### src/rtl/wam_round_scheduler.sv
// wam_round_scheduler: Whac-A-Mole round sequencer.
// Chooses when and where a mole lights, resolves hits, misses and wrong presses,
// keeps score and shrinks on/gap times as the level rises.
// Optional build macro: WAM_STREAK_BONUS_EN (every 4th consecutive hit scores 2).
module wam_round_scheduler #(
   parameter int            TW             = 28,
   parameter logic [TW-1:0] ON_BASE        = TW'(50000000),
   parameter logic [TW-1:0] BTWN_BASE      = TW'(25000000),
   parameter logic [TW-1:0] STEP           = TW'(5000000),
   parameter logic [TW-1:0] MIN_TIME       = TW'(2),
   parameter int            HITS_PER_LEVEL = 4,
   parameter int            MAX_LEVEL      = 7,
   parameter int            MAX_MISSES     = 3
) (
   input  logic          clk,
   input  logic          reset,
   input  logic          start,
   input  logic [3:0]    rand_sel,
   input  logic [8:0]    buttons,
   output logic [8:0]    lights,
   output logic [TW-1:0] light_on,
   output logic [TW-1:0] light_between,
   output logic [7:0]    score,
   output logic [1:0]    misses,
   output logic [2:0]    level,
   output logic          game_over
);

   localparam int HW = $clog2(HITS_PER_LEVEL + 1);

   typedef enum logic [2:0] {IDLE, GAP, LIT, RESOLVE, OVER} state_t;

   state_t        state;
   logic [TW-1:0] timer;
   logic [HW-1:0] hits_in_level;
   logic [8:0]    btn_q;
   logic          got_hit;     // outcome of the LIT phase, consumed in RESOLVE

   logic [8:0]    press;
   logic [1:0]    inc;
   logic [8:0]    sum9;
   logic [7:0]    score_n;
   logic [1:0]    misses_n;
   logic [HW-1:0] hits_n;
   logic [TW-1:0] on_dec;
   logic [TW-1:0] btwn_dec;

`ifdef WAM_STREAK_BONUS_EN
   logic [1:0]    streak;
`endif

   // Shrink a time by STEP, floored at MIN_TIME; compare first so nothing wraps.
   function automatic logic [TW-1:0] shrink(input logic [TW-1:0] t);
      logic [TW-1:0] r;
      if (t <= STEP)                r = MIN_TIME;
      else if ((t - STEP) < MIN_TIME) r = MIN_TIME;
      else                          r = t - STEP;
      return r;
   endfunction

   // Press edges and the candidate RESOLVE updates.
   always_comb begin
      press = buttons & ~btn_q;
      inc   = 2'd1;
`ifdef WAM_STREAK_BONUS_EN
      if (streak == 2'd3) inc = 2'd2;
`endif
      sum9     = {1'b0, score} + {7'd0, inc};
      score_n  = score;
      if (got_hit) score_n = (sum9 > 9'd255) ? 8'd255 : sum9[7:0];
      misses_n = got_hit ? misses : misses + 2'd1;
      hits_n   = got_hit ? hits_in_level + HW'(1) : hits_in_level;
      on_dec   = shrink(light_on);
      btwn_dec = shrink(light_between);
   end

   // Round sequencer: all outputs are registered here.
   always_ff @(posedge clk) begin
      if (!reset) begin
         state         <= IDLE;
         timer         <= '0;
         hits_in_level <= '0;
         btn_q         <= '0;
         got_hit       <= 1'b0;
         lights        <= '0;
         light_on      <= ON_BASE;
         light_between <= BTWN_BASE;
         score         <= '0;
         misses        <= '0;
         level         <= '0;
         game_over     <= 1'b0;
`ifdef WAM_STREAK_BONUS_EN
         streak        <= '0;
`endif
      end else begin
         btn_q <= buttons;
         case (state)
            IDLE: begin
               if (start) begin
                  state <= GAP;
                  timer <= light_between - TW'(1);
               end
            end
            GAP: begin
               if (timer != '0) begin
                  timer <= timer - TW'(1);
               end else if (rand_sel <= 4'd8) begin
                  state  <= LIT;
                  lights <= 9'd1 << rand_sel;
                  timer  <= light_on - TW'(1);
               end
            end
            LIT: begin
               // A correct press wins over a simultaneous wrong one.
               if ((press != '0) || (timer == '0)) begin
                  got_hit <= |(press & lights);
                  lights  <= '0;
                  state   <= RESOLVE;
               end else begin
                  timer <= timer - TW'(1);
               end
            end
            RESOLVE: begin
               score  <= score_n;
               misses <= misses_n;
`ifdef WAM_STREAK_BONUS_EN
               if (got_hit) streak <= (streak == 2'd3) ? 2'd0 : streak + 2'd1;
               else         streak <= 2'd0;
`endif
               if (misses_n == 2'(MAX_MISSES)) begin
                  state         <= OVER;
                  game_over     <= 1'b1;
                  hits_in_level <= hits_n;
               end else begin
                  state <= GAP;
                  if ((hits_n == HW'(HITS_PER_LEVEL)) && (level < 3'(MAX_LEVEL))) begin
                     level         <= level + 3'd1;
                     hits_in_level <= '0;
                     light_on      <= on_dec;
                     light_between <= btwn_dec;
                     timer         <= btwn_dec - TW'(1);
                  end else begin
                     hits_in_level <= (level == 3'(MAX_LEVEL)) ? '0 : hits_n;
                     timer         <= light_between - TW'(1);
                  end
               end
            end
            OVER: begin
               lights    <= '0;
               game_over <= 1'b1;
               if (start) begin
                  score         <= '0;
                  misses        <= '0;
                  level         <= '0;
                  hits_in_level <= '0;
                  light_on      <= ON_BASE;
                  light_between <= BTWN_BASE;
                  game_over     <= 1'b0;
                  timer         <= BTWN_BASE - TW'(1);
                  state         <= GAP;
`ifdef WAM_STREAK_BONUS_EN
                  streak        <= '0;
`endif
               end
            end
            default: state <= IDLE;
         endcase
      end
   end

endmodule

### config.mk
export PLATFORM = sky130hd
export DESIGN_NAME = wam_round_scheduler
export DESIGN_NICKNAME = d
export VERILOG_FILES = /design/src/rtl/wam_round_scheduler.sv
export SDC_FILE = /design/constraint.sdc
export NUM_CORES = 1
export LEC_CHECK = 0
export BUFFER_PORTS_ARGS = -buffer_cell sky130_fd_sc_hd__buf_2
export CAP_MARGIN = 10
export CORE_AREA = 2 2 175 108
export CTS_CLUSTER_DIAMETER = 50
export CTS_CLUSTER_SIZE = 24
export DETAILED_ROUTE_END_ITERATION = 12
export DIE_AREA = 0 0 177 110
export PLACE_DENSITY = 0.74
export REMOVE_ABC_BUFFERS = 1
export SETUP_SLACK_MARGIN = 0.2
export SLEW_MARGIN = 0
export SYNTH_ARGS = -nofsm -noshare
export SYNTH_HDL_FRONTEND = slang
export SYNTH_SLANG_ARGS = --single-unit
### constraint.sdc
create_clock -name clk -period 7 [get_ports clk]
set_input_delay 0.7 -clock clk [delete_from_list [all_inputs] [get_ports clk]]
set_output_delay 0.7 -clock clk [all_outputs]
set_load 0.03 [all_outputs]
; ---- Word-level counts from Yosys, hierarchy flattened
; Cells that the tools add are included.
; Widths: inputs -> output; s select.
[word_totals]
ff_bits = 123
in_bits = 16
output_inout_bits = 79
word_cells = 120
[classes]
n_addsub = 10
magnitude_cmp = 7
eq_ne = 19
shift = 1
n_mux = 49
bitwise = 3
n_reduce_logical = 19
[ops]
columns = operator, count
row1 = $mux 28, 17
row2 = $pmux 28 s5, 1
row3 = $pmux 28 s2, 2
row4 = $sub 28x1->28 const B, 4
row5 = $le 28x23->1 const B, 2
row6 = $lt 28x2->1 const B, 2
row7 = $sub 28x23->28 const B, 2
row8 = $mux 3, 12
row9 = $logic_not 28->1, 1
row10 = $reduce_bool 28->1, 1
row11 = $mux 9, 3
row12 = $pmux 9 s3, 1
row13 = $mux 8, 3
row14 = $ne 2x2->1 const B, 10
row15 = $and 9x9->9, 2
row16 = $pmux 8 s2, 1
row17 = $pmux 3 s2, 2
row18 = $pmux 3 s4, 1
row19 = $reduce_and 4->1, 3
row20 = $add 8x1->9 const B, 1
row21 = $eq 3x3->1 const B, 3
row22 = $gt 9x8->1 const B, 1
row23 = $not 9->9, 1
row24 = $reduce_bool 9->1, 1
row25 = other kinds (25), 31

; ---- Longest topological paths before layout
[depth]
ltp_word = 8
ltp_mapped = 22
depth_no_buf = 18

; ---- Worst setup path before layout
; OpenSTA, ideal clock, no wires.
[synth_timing]
kind = reg2reg
from = reg light_between[6]
to = reg timer[14]
setup_time_ns = 0.088
arrival_time_ns = 5.012
required_ns = 6.912
path_slack_ns = 1.900
path_stages_with_launch = 21
path_buffers = 4
period_less_slack_ns = 5.100
path_cell_list = dfxtp_1 > clkbuf_1 > inv_1 > ha_1 > buf_6 > nand3b_4 > a211oi_2 > xnor2_1 > or4_4 > or3_4 > nor4b_4 > buf_6 > nor2_2 > nand2_1 > ha_1 > clkbuf_1 > nand4_1 > a211oi_1 > xnor2_1 > o211ai_2 > a311oi_2
[synth_via]
elab_chain_cells = 8
elab_cells_between_ends = 11
classes_between = add/sub (3) / order compare (2) / mux (6)
[synth_rtl]
columns = element, line_no
row1 = start: declaration, 22  ; output logic [TW-1:0] light_between,
row2 = start signal: assignment, 140  ; light_between <= btwn_dec;
row3 = $sub 28x23->28, "56, 57"
row4 = $lt 28x2->1, 56  ; else if ((t - STEP) < MIN_TIME) r = MIN_TIME;
row5 = $mux 28, 56
row6 = $mux 28, 55  ; if (t <= STEP) r = MIN_TIME;
row7 = $sub 28x1->28, 141  ; timer <= btwn_dec - TW'(1);
row8 = $mux 28, 136  ; if ((hits_n == HW'(HITS_PER_LEVEL)) && (level < 3'(MAX_LEVEL))) begin
row9 = $mux 28, 130  ; if (misses_n == 2'(MAX_MISSES)) begin
row10 = $pmux 28 s5 (*), 97  ; case (state)
row11 = end signal: assignment, 101  ; timer <= light_between - TW'(1);
row12 = end signal: assignment, 141
row13 = end signal: assignment, 144  ; timer <= light_between - TW'(1);
row14 = end: declaration, 34  ; logic [TW-1:0] timer;
; Every way passes the cells marked *; elsewhere a longest branch is shown, timed or not. The select of a mux whose other input is x is not followed.
; A chain may end at the register's enable or synchronous reset.

; ---- Worst setup path after layout
[layout_timing]
from = reg light_between[7]
to = reg timer[24]
; The elaborated chain is that of the path after synthesis.

==> results.md <==
- Via count: 11.20k
- Maximum fanout along the worst path: 14
- Share of synthesized area occupied by flip-flops and latches: 24.32%
- Share of synthesized area spent on multiplexers: 0.5410%
- Register bit total from synthesis: 118
- Leftover overflow at the end of global routing: 0
- Number of standard cells after synthesis: 1356
- Skew final: 12.65 ps
- Largest voltage drop on the vdd net: 0.1981 mV
- Vias per Instance: 6.863
- Final worst path period share: 85.36%
- Setup slack after placement: 1443 ps
- Endpoints failing setup: 0
- Post_cts resized: 0
- Number of remaining DRC errors: 0
- Clock transition at path regs: 60 ps
- Final period demand of the worst path: 5975 ps
- Non-Filler Instances: 1632
- Routed wire per std cell: 22.51 µm
- Number of cells in the design after placement: 1599
- Type of the setup path with the least slack: flip-flop to flip-flop
- Share of total power in sequential cells: 35.3%
- Cell depth of the worst min-delay path: 2
- Layout-stage area growth over the synthesis result: 10.36%
- CTS HTree Levels: 4
- Initial DRC count: 1728
- Aggregate global-route resource usage: 38.11%
- Clock network fraction of design power: 37.0%
- Data required, critical path: 7290 ps
- Weighted congestion reported at the end of routability-driven placement: 1.065
- Setup crit start kind: flip-flop
- Post-DRT Antenna Nets: 0
- PnR Total Power: 2.320 mW
- Buffer cell driving the clock tree root: clkbuf_16
- Final cell area excluding filler cells: 10720 µm²
- Power per cell area: 216.5 nW/µm²
- Pin slew with the least headroom to its limit: 1129 ps
- Post-synthesis share of cell area spent on full adders, half adders and majority gates: 1.803%
- Pin count of the biggest net entering global routing: 60
- Switching pwr: 880.8 µW
- First drt pass iteration count: 8
- Half-perimeter wire length after detailed placement: 26.81 mm
- Number of input and output port buffers inserted: 89
- DIE HEIGHT: 110 µm
- Number of core rows: 38
- Slew HR: 24.15%
- Wire length after detailed routing: 36.73 mm
- Async S/R FF share, synth: 0%
- Layout fillers: 1709
- Crit path capture type: flip-flop
- Fraction of final layout cells sized beyond drive strength 1: 12.51%
- Setup bufs post-CTS: 0
- Xor and xnor fraction of the mapped netlist area: 8.836%
- Die X-Extent: 177 µm
- Simple logic cell fraction of the synthesized area: 31.76%
- Number of flops mapped to enable cells by yosys: 0
- Clk Latency, worst-skew pair: 450 ps
- Core occupancy in the finished layout: 60.13%
- Run status: completed
- Avg Cell Area, Syn: 7.164 µm²
- Final hold slack: 464.7 ps
- Number of max-cap violations: 0
- Top-Level Pins: 95
- Fraction of power spent switching nets: 37.96%
- Via count of the first global-routing pass: 9889
- Global-route wire length before repair: 56.88 mm
- Area of the core: 17830 µm²
- Peak Freq: 167.4 MHz
- Internal Dissipation: 1.440 mW
- Main combinational cell family by area after synthesis: simple AND/OR/NAND/NOR gates
- Clock tree from TritonCTS: yes
- Maximum buffer depth of the clock tree: 2
- Post-synthesis cell type count: 87
- Worst EP arrival: 6270 ps
- Setup TNS: 0 ps
- Total standard cell area after synthesis: 9714 µm²
- Number of antenna violations at the first check in global routing: 1
- Starting utilization of the core area: 54.48%
- Nets@finish: 1408
- Number of buffers inserted for hold repair after clock tree synthesis: 0
- Area enclosed by the die boundary: 19470 µm²
- Least setup slack across all paths after layout: 1025 ps
- CTS Sinks: 118
- Final Hold Violating Endpoints: 0
- Depth of the worst register-to-register path: 18
- Post-place instance area: 10160 µm²
- Worst hold path type: input port to flip-flop
- Post-synthesis compound-gate area fraction: 26.52%
- Static leakage: 3.992 nW
- Top FF cell, synth: dfxtp_1
- Yosys warns: 0
- Number of CTS-inserted buffers: 17
- Part of the power in combinational logic: 27.7%
- Fin. max-slew vios: 0
- RSZ-0062 raised after global routing: no
## critical path: stages (launching register included)
cell	delay (ps)
dfxtp_1	650
inv_1	150
ha_1	360
nand3b_4	240
a211oi_2	460
xnor2_1	250
or4_4	620
or3_4	420
nor4b_4	420
nor2_2	200
nand2_1	110
ha_1	360
buf_4	250
nand2_1	90
nor3_1	480
nand3_1	170
a221oi_1	370
a21o_1	170
a21oi_1	50
## power by group through the flow
| stage | clock network (mW) | registers, mW | logic, mW |
|---|---|---|---|
| after floorplan | 0 | 0.809 | 0.412 |
| after global placement | 0 | 0.826 | 0.601 |
| after detailed placement | 0 | 0.827 | 0.603 |
| after CTS | 0.856 | 0.813 | 0.607 |
| after global routing | 0.887 | 0.827 | 0.683 |
| final | 0.858 | 0.820 | 0.643 |
## Yosys cell counts, types with 12 or more instances
library cell  instances  area [µm²]
nor4_1               42       262.8
xnor2_1              65       569.3
clkbuf_1             85       319.1
and3_1               12       75.07
ha_1                 14       175.2
o22ai_1              21       131.4
a22oi_1              13       97.59
nor2_1              127       476.7
xor2_1               33       289.0
a21oi_1             105       525.5
dfxtp_1             118        2362
nor2b_1              19       118.9
o211ai_1             20       150.1
nand2_1             116       435.4
or3_1                25       156.4
and2_1               23       143.9
or4_1                26       195.2
a31oi_1              19       118.9
o21ai_0              87       435.4
nand3_1              52       260.3
nand4_1              20       125.1
nor3_1               58       290.3
inv_1                31       116.4
## cell families after synthesis
group,count (synthesis)
muxes,5
buffers and inverters,143
and+or+nand+nor,584
adders and majority gates,14
AOI/OAI and AO/OA,393
xor gates and xnor gates,98
DFF,118
other,1
## registers in the layout, summed over array words and instances, names as in the netlist, 2 cells and up
| signal | flops |
|---|---|
| light_between | 28 |
| state | 3 |
| light_on | 23 |
| hits_in_level | 3 |
| timer | 28 |
| btn_q | 9 |
| level | 3 |
| misses | 2 |
| lights | 9 |
| score | 8 |
## final timing paths
check	start	to	slack [ps]
worst min register to register	game_over$_SDFFE_PN0P_	game_over$_SDFFE_PN0P_	500
worst min-delay path	buttons[3]	btn_q[3]$_SDFF_PN0_	460
worst max-delay path	light_between[7]$_SDFFE_PN0P_	timer[24]$_SDFFE_PN0P_	1020
worst max register to register	light_between[7]$_SDFFE_PN0P_	timer[24]$_SDFFE_PN0P_	1020
## placed cells by master (no fill, tap or decap), types with 12 or more instances in the layout
cell type | netlist | final
nand2_1 | 116 | 116
buf_4 | 6 | 22
clkbuf_16 | 0 | 17
nand4_1 | 20 | 20
and2_1 | 23 | 23
o22ai_1 | 21 | 21
o21ai_0 | 87 | 87
or4_1 | 26 | 26
ha_1 | 14 | 14
a22oi_1 | 13 | 13
dfxtp_1 | 118 | 118
nand3_1 | 52 | 52
or3_1 | 25 | 25
a31oi_1 | 19 | 19
nor4_1 | 42 | 42
a21oi_1 | 105 | 104
inv_1 | 31 | 30
nor2_1 | 127 | 127
nor2b_1 | 19 | 19
xnor2_1 | 65 | 65
buf_2 | 8 | 89
nor3_1 | 58 | 58
o211ai_1 | 20 | 20
xor2_1 | 33 | 33
and3_1 | 12 | 12
## layer usage
layer / up-vias / part of all wire, % / GRT usage [%]
li1: 5067 / - / -
met1: 5250 / 44 / 56.33
met2: 794 / 38 / 50.06
met3: 90 / 16 / 15.23
met4: 0 / 2.0 / 9.799
met5: - / 0 / 0
## cell type report
cell class	instances	area (µm²)	share of cell area (%)
inverter	31	116.4	1.085
clock inverter	14	128.9	1.202
tap	240	300.3	2.801
clock buffer	18	429.2	4.003
antenna	1	2.502	0.02334
sequential	118	2362	22.04
multi-input combinational	1099	6770	63.15
timing repair buffer	111	610.6	5.696
(Power assumes the default switching activity.)
